--- config.mk ---
export PLATFORM = sky130hd
export DESIGN_NAME = mlp_frame_driver
export DESIGN_NICKNAME = d
export VERILOG_FILES = /design/src/rtl/mlp_frame_driver.sv
export SDC_FILE = /design/constraint.sdc
export NUM_CORES = 1
export LEC_CHECK = 0
export ABC_AREA = 1
export BUFFER_PORTS_ARGS = -buffer_cell sky130_fd_sc_hd__buf_2
export CAP_MARGIN = 5
export CELL_PAD_IN_SITES_DETAIL_PLACEMENT = 0
export CELL_PAD_IN_SITES_GLOBAL_PLACEMENT = 1
export CORE_UTILIZATION = 35
export DETAILED_ROUTE_END_ITERATION = 7
export PLACE_DENSITY = 0.74
export SYNTH_ARGS = -nofsm -noshare
export SYNTH_HDL_FRONTEND = slang
export SYNTH_SLANG_ARGS = --single-unit
--- constraint.sdc ---
create_clock -name clk -period 1.6 [get_ports clk]
set_clock_uncertainty 0.2 [all_clocks]
set_input_delay 0.32 -clock clk [delete_from_list [all_inputs] [get_ports clk]]
set_output_delay 0.32 -clock clk [all_outputs]
set_load 0.1 [all_outputs]
--- src/rtl/mlp_frame_driver.sv ---
// -----------------------------------------------------------------------------
// mlp_frame_driver
//   Initiator side of the mlp classifier interface. Serial 2-bit symbols are
//   packed into an N_ELEM-element frame, the frame is announced to the mlp core
//   with a one-cycle new_data strobe, and the classification bit returned with
//   output_ready is handed upstream on a valid/ready result channel. A watchdog
//   aborts the wait if the mlp core never answers.
//
//   state  | meaning
//   -------+----------------------------------------------------------------
//   FILL   | accepting symbols into data[idx]; in_ready=1
//   ISSUE  | one cycle; new_data=1, watchdog cleared
//   WAIT   | waiting for output_ready; watchdog counts, aborts at TIMEOUT-1
//   RESULT | res_valid held with stable res_bit until res_ready
//
// Ports
//   clk, rst          clock, synchronous active-high reset
//   in_valid/in_ready upstream symbol handshake, in_sym the symbol
//   data              frame to the mlp core, data[0] is the first symbol
//   new_data          frame-start strobe to the mlp core
//   output_ready      mlp result valid, mlp_output the classification bit
//   res_valid/res_ready result handshake, res_bit the captured bit
//   timeout_err       one-cycle pulse on watchdog abort
//   frame_cnt         results handed off, wraps
// -----------------------------------------------------------------------------
module mlp_frame_driver #(
  parameter int N_ELEM  = 16,
  parameter int ELEM_W  = 2,
  parameter int TIMEOUT = 1024,
  parameter int CNT_W   = 16
) (
  input  logic              clk,
  input  logic              rst,
  input  logic              in_valid,
  output logic              in_ready,
  input  logic [ELEM_W-1:0] in_sym,
  output logic [ELEM_W-1:0] data [N_ELEM],
  output logic              new_data,
  input  logic              output_ready,
  input  logic              mlp_output,
  output logic              res_valid,
  input  logic              res_ready,
  output logic              res_bit,
  output logic              timeout_err,
  output logic [CNT_W-1:0]  frame_cnt
);

  localparam int IDX_W = (N_ELEM > 1) ? $clog2(N_ELEM) : 1;
  localparam int WD_W  = (TIMEOUT > 1) ? $clog2(TIMEOUT) : 1;
  localparam logic [IDX_W-1:0] IDX_LAST = IDX_W'(N_ELEM - 1);
  localparam logic [WD_W-1:0]  WD_LAST  = WD_W'(TIMEOUT - 1);

  typedef enum logic [1:0] {
    S_FILL,
    S_ISSUE,
    S_WAIT,
    S_RESULT
  } state_t;

  state_t           state;
  state_t           state_nxt;
  logic [IDX_W-1:0] idx;
  logic [WD_W-1:0]  wdog;

  logic accept;
  logic frame_done;
  logic take_res;
  logic expire;
  logic handshake;

  assign in_ready = (state == S_FILL);

  always_comb begin
    state_nxt  = state;
    accept     = 1'b0;
    frame_done = 1'b0;
    take_res   = 1'b0;
    expire     = 1'b0;
    handshake  = 1'b0;
    case (state)
      S_FILL: begin
        accept = in_valid;
        if (in_valid && (idx == IDX_LAST)) begin
          frame_done = 1'b1;
          state_nxt  = S_ISSUE;
        end
      end
      S_ISSUE: begin
        // output_ready seen here belongs to a previous frame and is dropped
        state_nxt = S_WAIT;
      end
      S_WAIT: begin
        // a result arriving on the expiry cycle takes priority over the abort
        if (output_ready) begin
          take_res  = 1'b1;
          state_nxt = S_RESULT;
        end else if (wdog == WD_LAST) begin
          expire    = 1'b1;
          state_nxt = S_FILL;
        end
      end
      S_RESULT: begin
        if (res_ready) begin
          handshake = 1'b1;
          state_nxt = S_FILL;
        end
      end
      default: state_nxt = S_FILL;
    endcase
  end

  always_ff @(posedge clk) begin
    if (rst) begin
      state       <= S_FILL;
      idx         <= '0;
      wdog        <= '0;
      new_data    <= 1'b0;
      res_valid   <= 1'b0;
      res_bit     <= 1'b0;
      timeout_err <= 1'b0;
      frame_cnt   <= '0;
      for (int i = 0; i < N_ELEM; i++) begin
        data[i] <= '0;
      end
    end else begin
      state       <= state_nxt;
      new_data    <= frame_done;
      timeout_err <= expire;

      // data only moves on FILL accepts, so the frame is frozen for the mlp
      // from ISSUE until the result has been handed off
      if (accept) begin
        data[idx] <= in_sym;
        idx       <= frame_done ? '0 : idx + IDX_W'(1);
      end

      if (state == S_ISSUE) begin
        wdog <= '0;
      end else if (state == S_WAIT) begin
        wdog <= wdog + WD_W'(1);
      end

      if (take_res) begin
        res_bit   <= mlp_output;
        res_valid <= 1'b1;
      end else if (handshake) begin
        res_valid <= 1'b0;
        frame_cnt <= frame_cnt + CNT_W'(1);
      end
    end
  end

endmodule

Yosys cells after proc, flatten, opt, wreduce, memory -nomap -nowiden
Index checks and enable logic that the tools add are counted.
{ "totals": {"register_bits": 68, "in_bits": 8, "out_inout_bits": 53} }
{ "op_classes": {"add_sub_neg": 3, "n_lt_le_gt_ge": 2, "n_eq_ne": 8, "muxes": 19, "n_bitwise": 3, "n_reduce_logical": 8} }
{ "ops": {"columns": ["operator", "count"], "rows": [
  ["$bwmux 32", 1],
  ["$add 16x1->16 const B", 1],
  ["$add 10x1->10 const B", 1],
  ["$eq 10x10->1 const B", 1],
  ["$mux 1", 10],
  ["$mux 2", 5],
  ["$demux 2 s4", 1],
  ["$pmux 2 s4", 1],
  ["$ge 5x5->1 const B", 1],
  ["$lt 5x1->1 const B", 1],
  ["$not 4->5", 1],
  ["$add 4x1->4 const B", 1],
  ["$eq 2x2->1 const B", 2],
  ["$eq 4x4->1 const B", 1],
  ["$mux 4", 1],
  ["$ne 3x3->1 const B", 1],
  ["$reduce_and 3->1", 1],
  ["$reduce_or 3->1", 1],
  ["$eq 2x1->1 const B", 1],
  ["$logic_and 1x1->1", 2],
  ["$logic_not 2->1", 1],
  ["$ne 2x1->1 const B", 1],
  ["$ne 2x2->1 const B", 1],
  ["$not 1->1", 2],
  ["3 further kinds", 3]
]} }

Depth between registers and ports, before layout
Gate-level depths: netlist of the first run.
{ "depth": {"ltp_word": 6, "depth_mapped": 8, "ltp_nobuf": 8} }

Worst setup path before layout of the first run
No wires, ideal clock.
{ "synth_path": {"path_kind": "flip-flop to flip-flop", "startpoint": "reg frame_cnt[1]", "endpoint": "reg frame_cnt[8]", "t_arrival_ps": 1962, "slack_ps": -682, "path_stages_with_launch": 7, "n_path_buf": 0, "path_cell_list": "dfxtp_1 ha_1 nand3_1 nor2_4 nand3_1 o21ai_0 a21oi_1"} }
{ "synth_between": {"elab_chain_cells": 1} }
{ "synth_rtl": {"columns": ["element", "line", "rtl"], "rows": [
  ["start: declaration", "45", "output logic [CNT_W-1:0] frame_cnt"],
  ["start signal: assignment", "148", "frame_cnt <= frame_cnt + CNT_W'(1);"],
  ["$add 16x1->16", "148", null]
]} }
No other way between the ends.
A chain may end at the register's enable or synchronous reset.

Worst setup path in the final report of the first run
{ "layout_path": {"startpoint": "reg state[1]", "endpoint": "out in_ready"} }
{ "layout_between": {"elab_chain_cells": 1} }
{ "layout_rtl": {"columns": ["element", "line", "rtl"], "rows": [
  ["start: declaration", "60", "state_t state;"],
  ["start signal: assignment", "126", "state <= state_nxt;"],
  ["$logic_not 2->1", "71", "assign in_ready = (state == S_FILL);"],
  ["end: declaration", "35", "output logic in_ready,"]
]} }
No other way between the ends.

==> results of run 1 <==
cell families (layout without fill, tap and decap cells):
family | count (synthesis) | after routing | share of synthesized area, %
and+or+nand+nor | 224 | 224 | 32.17
DFF | 68 | 68 | 45.64
AOI/OAI and AO/OA | 65 | 65 | 10.95
buffers and inverters | 64 | 149 | 8.137
adders and majority gates | 6 | 6 | 2.517
xor gates and xnor gates | 2 | 2 | 0.5874
layout by cell type (no fill, tap or decap), drive strengths merged:
cell         count
nand3b           1
dfxtp           68
nor3             3
clkinvlp         1
nor4             1
nand4            8
nor2           116
a21oi           24
clkinv           4
a31oi            1
nand3           21
ha               6
nand2           71
xnor2            1
and3             1
o21ai           40
xor2             1
or2              2
dlygate4sd3      1
buf             77
inv             54
clkbuf          12
how the worst min path moves through the flow:
stage | endpoint | depth (start not counted) | from
2_1_floorplan | frame_cnt[2] | 1 | rst
3_3_place_gp | res_valid | 2 | res_valid
3_5_place_dp | frame_cnt[4] | 1 | frame_cnt[4]
4_1_cts | state[0] | 2 | rst
5_1_grt | state[0] | 2 | rst
6_report | data[24] | 2 | rst
critical path: stages (launching register included):
cell and delay [ns]:
dfxtp_4 0.38, nor2_4 0.13, buf_6 0.11, buf_12 0.16
cell type report:
class,instances,area [um^2],share of cell area (%)
sequential,68,1413,31.57
clock buffer,12,156.4,3.496
multi-input combinational,297,1612,36.02
inverter,55,224.0,5.006
timing repair buffer,78,915.9,20.47
tap,105,131.4,2.936
clock inverter,4,22.52,0.5034
report_power, final:
| group | internal (W) | switching (W) | total (W) |
|---|---|---|---|
| clock | 0.000650 | 0.000656 | 0.00131 |
| sequential | 0.00173 | 0.0000519 | 0.00178 |
| combinational | 0.000250 | 0.000526 | 0.000776 |
| total | 0.00263 | 0.00123 | 0.00386 |
registers in the layout (all words and copies together), names as in the netlist:
signal / flops
res_bit: 1
new_data: 1
timeout_err: 1
wdog: 10
data: 32
frame_cnt: 16
idx: 4
res_valid: 1
state: 2
repair_timing:
action,CTS,global route
hold buffers,1,0
gates resized for setup,29,42
gates cloned,0,0
pin swaps,1,16
endpoints found under the hold margin,1,0
setup endpoints to repair,28,35
buffers inserted,1,5
metal layers:
layer | track usage, % | wire, um | up-vias
li1 | - | - | 1518
met1 | 23.70 | 3582 | 1310
met5 | 0 | 0 | -
met3 | 4.288 | 422 | 12
met4 | 8.462 | 143 | 0
met2 | 28.32 | 3416 | 74
per-stage QoR:
step                      cell area, um^2  TNS [ns]  worst slack [ns]
after detailed placement             4035         0           0.04691
final                                4474  -0.05155          -0.05155
after global placement               4035         0           0.07658
after global routing                 4474   -0.2127          -0.09916
after CTS                            4305  -0.06055          -0.05825
after floorplan                      3154    -7.492           -0.2625
==> impl_metrics.csv, run 1 <==
group,metric,value,unit
logic_synthesis,yosysTopAreaCellShare,45.64,%
logic_synthesis,ys_ff_latch,68,
sta,rsz0062_at_grt,"yes",
global_route,track_usage,18.21,%
placement,place.port_buffers,60,
sta,postLayoutSetupSlackWorst,-0.05155,ns
sta,slew_headroom,71.22,%
clock_tree,root_buffer,"clkbuf_8",
worst_setup_path,crit_fanout,5,
logic_synthesis,synthTopCellsByArea,"dfxtp_1 46%, nor2_1 14%, nand2_1 8.8%, inv_1 6.8%, o21ai_0 6.7%",
power_and_ir_drop,power,0.003861,W
worst_setup_path,crit_type,"flip-flop to output pin",
detailed_routing,wl_per_cell,12.22,um
global_route,grt_pass1_wl,12430,um
logic_synthesis,yosysMostFrequentCell,"nor2_1",
detailed_routing,drt-total-wl,7565,um
clock_tree,cts_buffers,9,
floorplan,rows,33,
placement,routabilityCongestion,0.7440,
worst_setup_path,r2r_setup_slack,0.07,ns
sta,final_hold_viol_count,0,
global_route,antenna_found_initial,0,
clock_tree,path_clk_slew,0.07,ns
worst_setup_path,critPathLaunchType,"flip-flop",
logic_synthesis,synth_edf_count,0,
worst_setup_path,endpoint_kind,"output pin",
floorplan,die_h,94.32,um
finish,drive_gt1_share,32.10,%
sta,maxSlewViolCount,0,
logic_synthesis,syn-num-nets,443,
floorplan,die_x,94.32,um
power_and_ir_drop,p_leak,1.804,nW
global_route,gr-total-overflow,0,
outcome,status,"finished with violations",
placement,hpwlAfterDp,5281,um
sta,worst_pin_slew,0.4317,ns
placement,placed_cells,596,
floorplan,die_area,8895,um^2
clock_tree,cts_max_level,3,
finish,final_util,54.45,%
logic_synthesis,seq_area_frac_synth,45.64,%
detailed_routing,drt-initial-drc-count,99,
worst_setup_path,cp.required,1.08,ns
clock_tree,cts_tree,"yes",
logic_synthesis,postSynthCellCount,429,
detailed_routing,drt-vias-per-instance,4.708,
job,maxCapViolCount,0,
worst_setup_path,crit_end,"in_ready",
hold_path,hold_path_class,"primary input to flip-flop",
logic_synthesis,synth_common_cells,"110 x nor2_1, 70 x nand2_1, 68 x dfxtp_1, 54 x inv_1, 40 x o21ai_0",
power_and_ir_drop,powerDensity,862.9,nW/um^2
logic_synthesis,avgSynthCellArea,6.953,um^2
global_route,grt_start_max_net_pins,37,
finish,synthToLayoutAreaGrowth,50.00,%
finish,diodes,0,
detailed_routing,detailedRoute.firstPassIterationCount,4,
logic_synthesis,ys_async_sr_fraction,0,%
sta,fin_hold_ws,0.04493,ns
floorplan,boundaryPins,61,
worst_setup_path,crit_arrival,1.13,ns
worst_setup_path,cp-startpoint,"state[1]",
finish,fin_cells,619,
worst_setup_path,r2r-start,"wdog[0]",
sta,final.min_clock_period,1.652,ns
logic_synthesis,synth_area_leader_cell,"dfxtp_1",
global_route,grt_pass1_vias,2656,
detailed_routing,dr_total_vias,2914,
clock_tree,clockBufferDepth,2,
sta,fmax,605.5,MHz
logic_synthesis,synth_cell_types,27,
detailed_routing,ant_nets,0,
detailed_routing,remaining_drc_errors,0,
worst_setup_path,worst_r2r_endpoint,"state[1]",
floorplan,core-area,8217,um^2
floorplan,start_util,36.30,%
sta,min_period_over_period,103.2,%
clock_tree,cts.sinks,68,
finish,nNetsFinal,523,
logic_synthesis,synthFlopType,"dfxtp_1",
worst_setup_path,rr_worst_depth,8,
power_and_ir_drop,peakVddDrop,398.0,uV
outcome,violations,"negative setup slack",
logic_synthesis,yosysWarnings,0,
logic_synthesis,syn-cell-area,2983,um^2
clock_tree,insertion_delay,0.35,ns
finish,fill_cells,774,
sta,setup_viol,1,
No activity file was read; power rests on OpenSTA's default activity.
==> run 2: changes to the inputs <==
SKIP_LAST_GASP = 1   (was default)
==> run 2 against run 1 <==
Effect of this change:
- the flow still finishes with violations (negative setup slack)
- highest routed layer unchanged
- via count fell by 1.7%
- clock-buffer cell count did not move
- setup slack improved by 0.014 ns
- hold slack barely moved
- critical path depth did not move
- design area fell by 2.7%
- register-to-register slack got worse by 0.03 ns
- cell count fell by 0.48%
- total power fell by 2.4%
- first-iteration DRC count rose by 26%
==> impl_metrics.csv, run 2 (synthesis results as in run 1) <==
group,metric,value,unit
outcome,status,"finished with violations",
outcome,violations,"negative setup slack",
power_and_ir_drop,peakVddDrop,396.8,uV
sta,rsz0062_at_grt,"yes",
global_route,grt_pass1_vias,2656,
sta,min_period_over_period,102.4,%
detailed_routing,drt-vias-per-instance,4.649,
placement,place.port_buffers,60,
finish,layout_common_cells,"94 x nor2_1, 66 x nand2_1, 51 x inv_1",
placement,dp_worst_setup_slack,0.04691,ns
floorplan,boundaryPins,61,
sta,setup_viol,1,
sta,slew_headroom,76.55,%
power_and_ir_drop,seqPwrFrac,47.2,%
finish,reg_top3,"data (32), frame_cnt (16), wdog (10)",
detailed_routing,wl_per_cell,11.94,um
clock_tree,clockBufferDepth,2,
sta,maxSlewViolCount,0,
placement,routabilityCongestion,0.7440,
detailed_routing,drt-initial-drc-count,125,
power_and_ir_drop,p_leak,1.804,nW
clock_tree,insertion_delay,0.35,ns
power_and_ir_drop,p_switching,0.001188,W
job,maxCapViolCount,0,
floorplan,start_util,36.30,%
power_and_ir_drop,internal-power,0.002582,W
power_and_ir_drop,powerDensity,866.0,nW/um^2
floorplan,die_x,94.32,um
placement,placed_area,4035,um^2
finish,regArea,1413,um^2
power_and_ir_drop,combPwrFrac,18.1,%
clock_tree,cts_max_level,3,
sta,worst_pin_slew,0.3518,ns
worst_setup_path,crit_arrival,1.12,ns
floorplan,die_h,94.32,um
worst_setup_path,cp.required,1.08,ns
worst_setup_path,crit_type,"flip-flop to output pin",
global_route,antenna_found_initial,0,
global_route,grt_pass1_wl,12410,um
floorplan,die_area,8895,um^2
global_route,gr-total-overflow,0,
finish,fill_cells,788,
sta,final.min_clock_period,1.638,ns
clock_tree,cts_tree,"yes",
detailed_routing,dr_total_vias,2864,
worst_setup_path,critPathLaunchType,"flip-flop",
clock_tree,cts_buffers,9,
placement,hpwlAfterDp,5281,um
finish,design_area,4353,um^2
finish,nNetsFinal,520,
sta,final_hold_viol_count,0,
finish,drive_gt1_share,28.38,%
hold_path,hold_path_class,"primary input to flip-flop",
finish,largest_reg_flops,32,
finish,synthToLayoutAreaGrowth,45.93,%
global_route,grt_start_max_net_pins,37,
sta,fmax,610.5,MHz
clock_tree,path_clk_slew,0.07,ns
global_route,track_usage,18.19,%
finish,regMostFlops,"data",
finish,diodes,0,
clock_tree,root_buffer,"clkbuf_8",
power_and_ir_drop,clkPwrFrac,34.7,%
worst_setup_path,crit_fanout,5,
floorplan,core-area,8217,um^2
finish,multi_input_area,1529,um^2
placement,placed_cells,596,
detailed_routing,detailedRoute.firstPassIterationCount,4,
detailed_routing,drt-total-wl,7353,um
detailed_routing,remaining_drc_errors,0,
sta,postLayoutSetupSlackWorst,-0.03804,ns
floorplan,rows,33,
worst_setup_path,endpoint_kind,"output pin",
detailed_routing,ant_nets,0,
finish,final_common_cell,"nor2_1",
power_and_ir_drop,power,0.003770,W
clock_tree,cts.sinks,68,
power_and_ir_drop,switching_share,31.51,%
finish,fin_cells,616,
run 2: cell count changes in the layout (fill, tap and decap cells not counted), sizes merged:
cell    previous run  this run
clkinv             4         3
inv               54        55
buf               77        74
run 2: critical path: stages, from the launching register on:
cell and delay (ns):
dfxtp_4 0.38, nor2_4 0.12, buf_6 0.11, buf_12 0.16
run 2: cell type report:
cell class	count	share of cell area (%)
tap	105	3.018
inverter	55	4.858
sequential	68	32.45
timing repair buffer	75	20.44
multi-input combinational	297	35.13
clock buffer	12	3.593
clock inverter	4	0.5174
run 2: power groups by stage:
stage | logic (W) | registers, W | clock network (W)
after floorplan | 0.000299 | 0.00198 | 0
after global placement | 0.000643 | 0.00181 | 0
after detailed placement | 0.000645 | 0.00181 | 0
after CTS | 0.000670 | 0.00178 | 0.00135
after global routing | 0.000737 | 0.00178 | 0.00143
final | 0.000682 | 0.00178 | 0.00131
run 2: metrics by stage:
step	setup TNS (ns)	hold slack (ns)	util, %
floorplan	-7.492	0.1876	-
global placement	0	0.2535	49.11
detailed placement	0	0.2598	49.11
CTS	-0.08046	0.03253	52.32
global route	-1.349	0.05029	52.98
finish	-0.03804	0.04529	52.98
run 2: final timing paths:
path	startpoint	endpoint	slack [ns]	depth (start not counted)
worst max-delay path	state[1]	in_ready	-0.04	3
worst max register to register	state[1]	data[18]	0.04	9
worst min-delay path	rst	state[0]	0.05	2
worst min register to register	res_valid	res_valid	0.27	2
run 2: routing by layer:
| layer | wire (um) | track usage [%] | vias to the layer above |
|---|---|---|---|
| met5 | 0 | 0 | - |
| met4 | 143 | 8.462 | 0 |
| met3 | 378 | 4.288 | 12 |
| met2 | 3281 | 28.32 | 58 |
| met1 | 3549 | 23.65 | 1288 |
| li1 | - | - | 1506 |
run 2: repair_timing:
action                                 CTS  global route
endpoints found under the hold margin    1             0
cloned                                   0             0
setup endpoints to repair               28            36
gates resized for setup                 27            12
setup buffers                            1             2
pin swaps                                1             2
hold buffers                             1             0
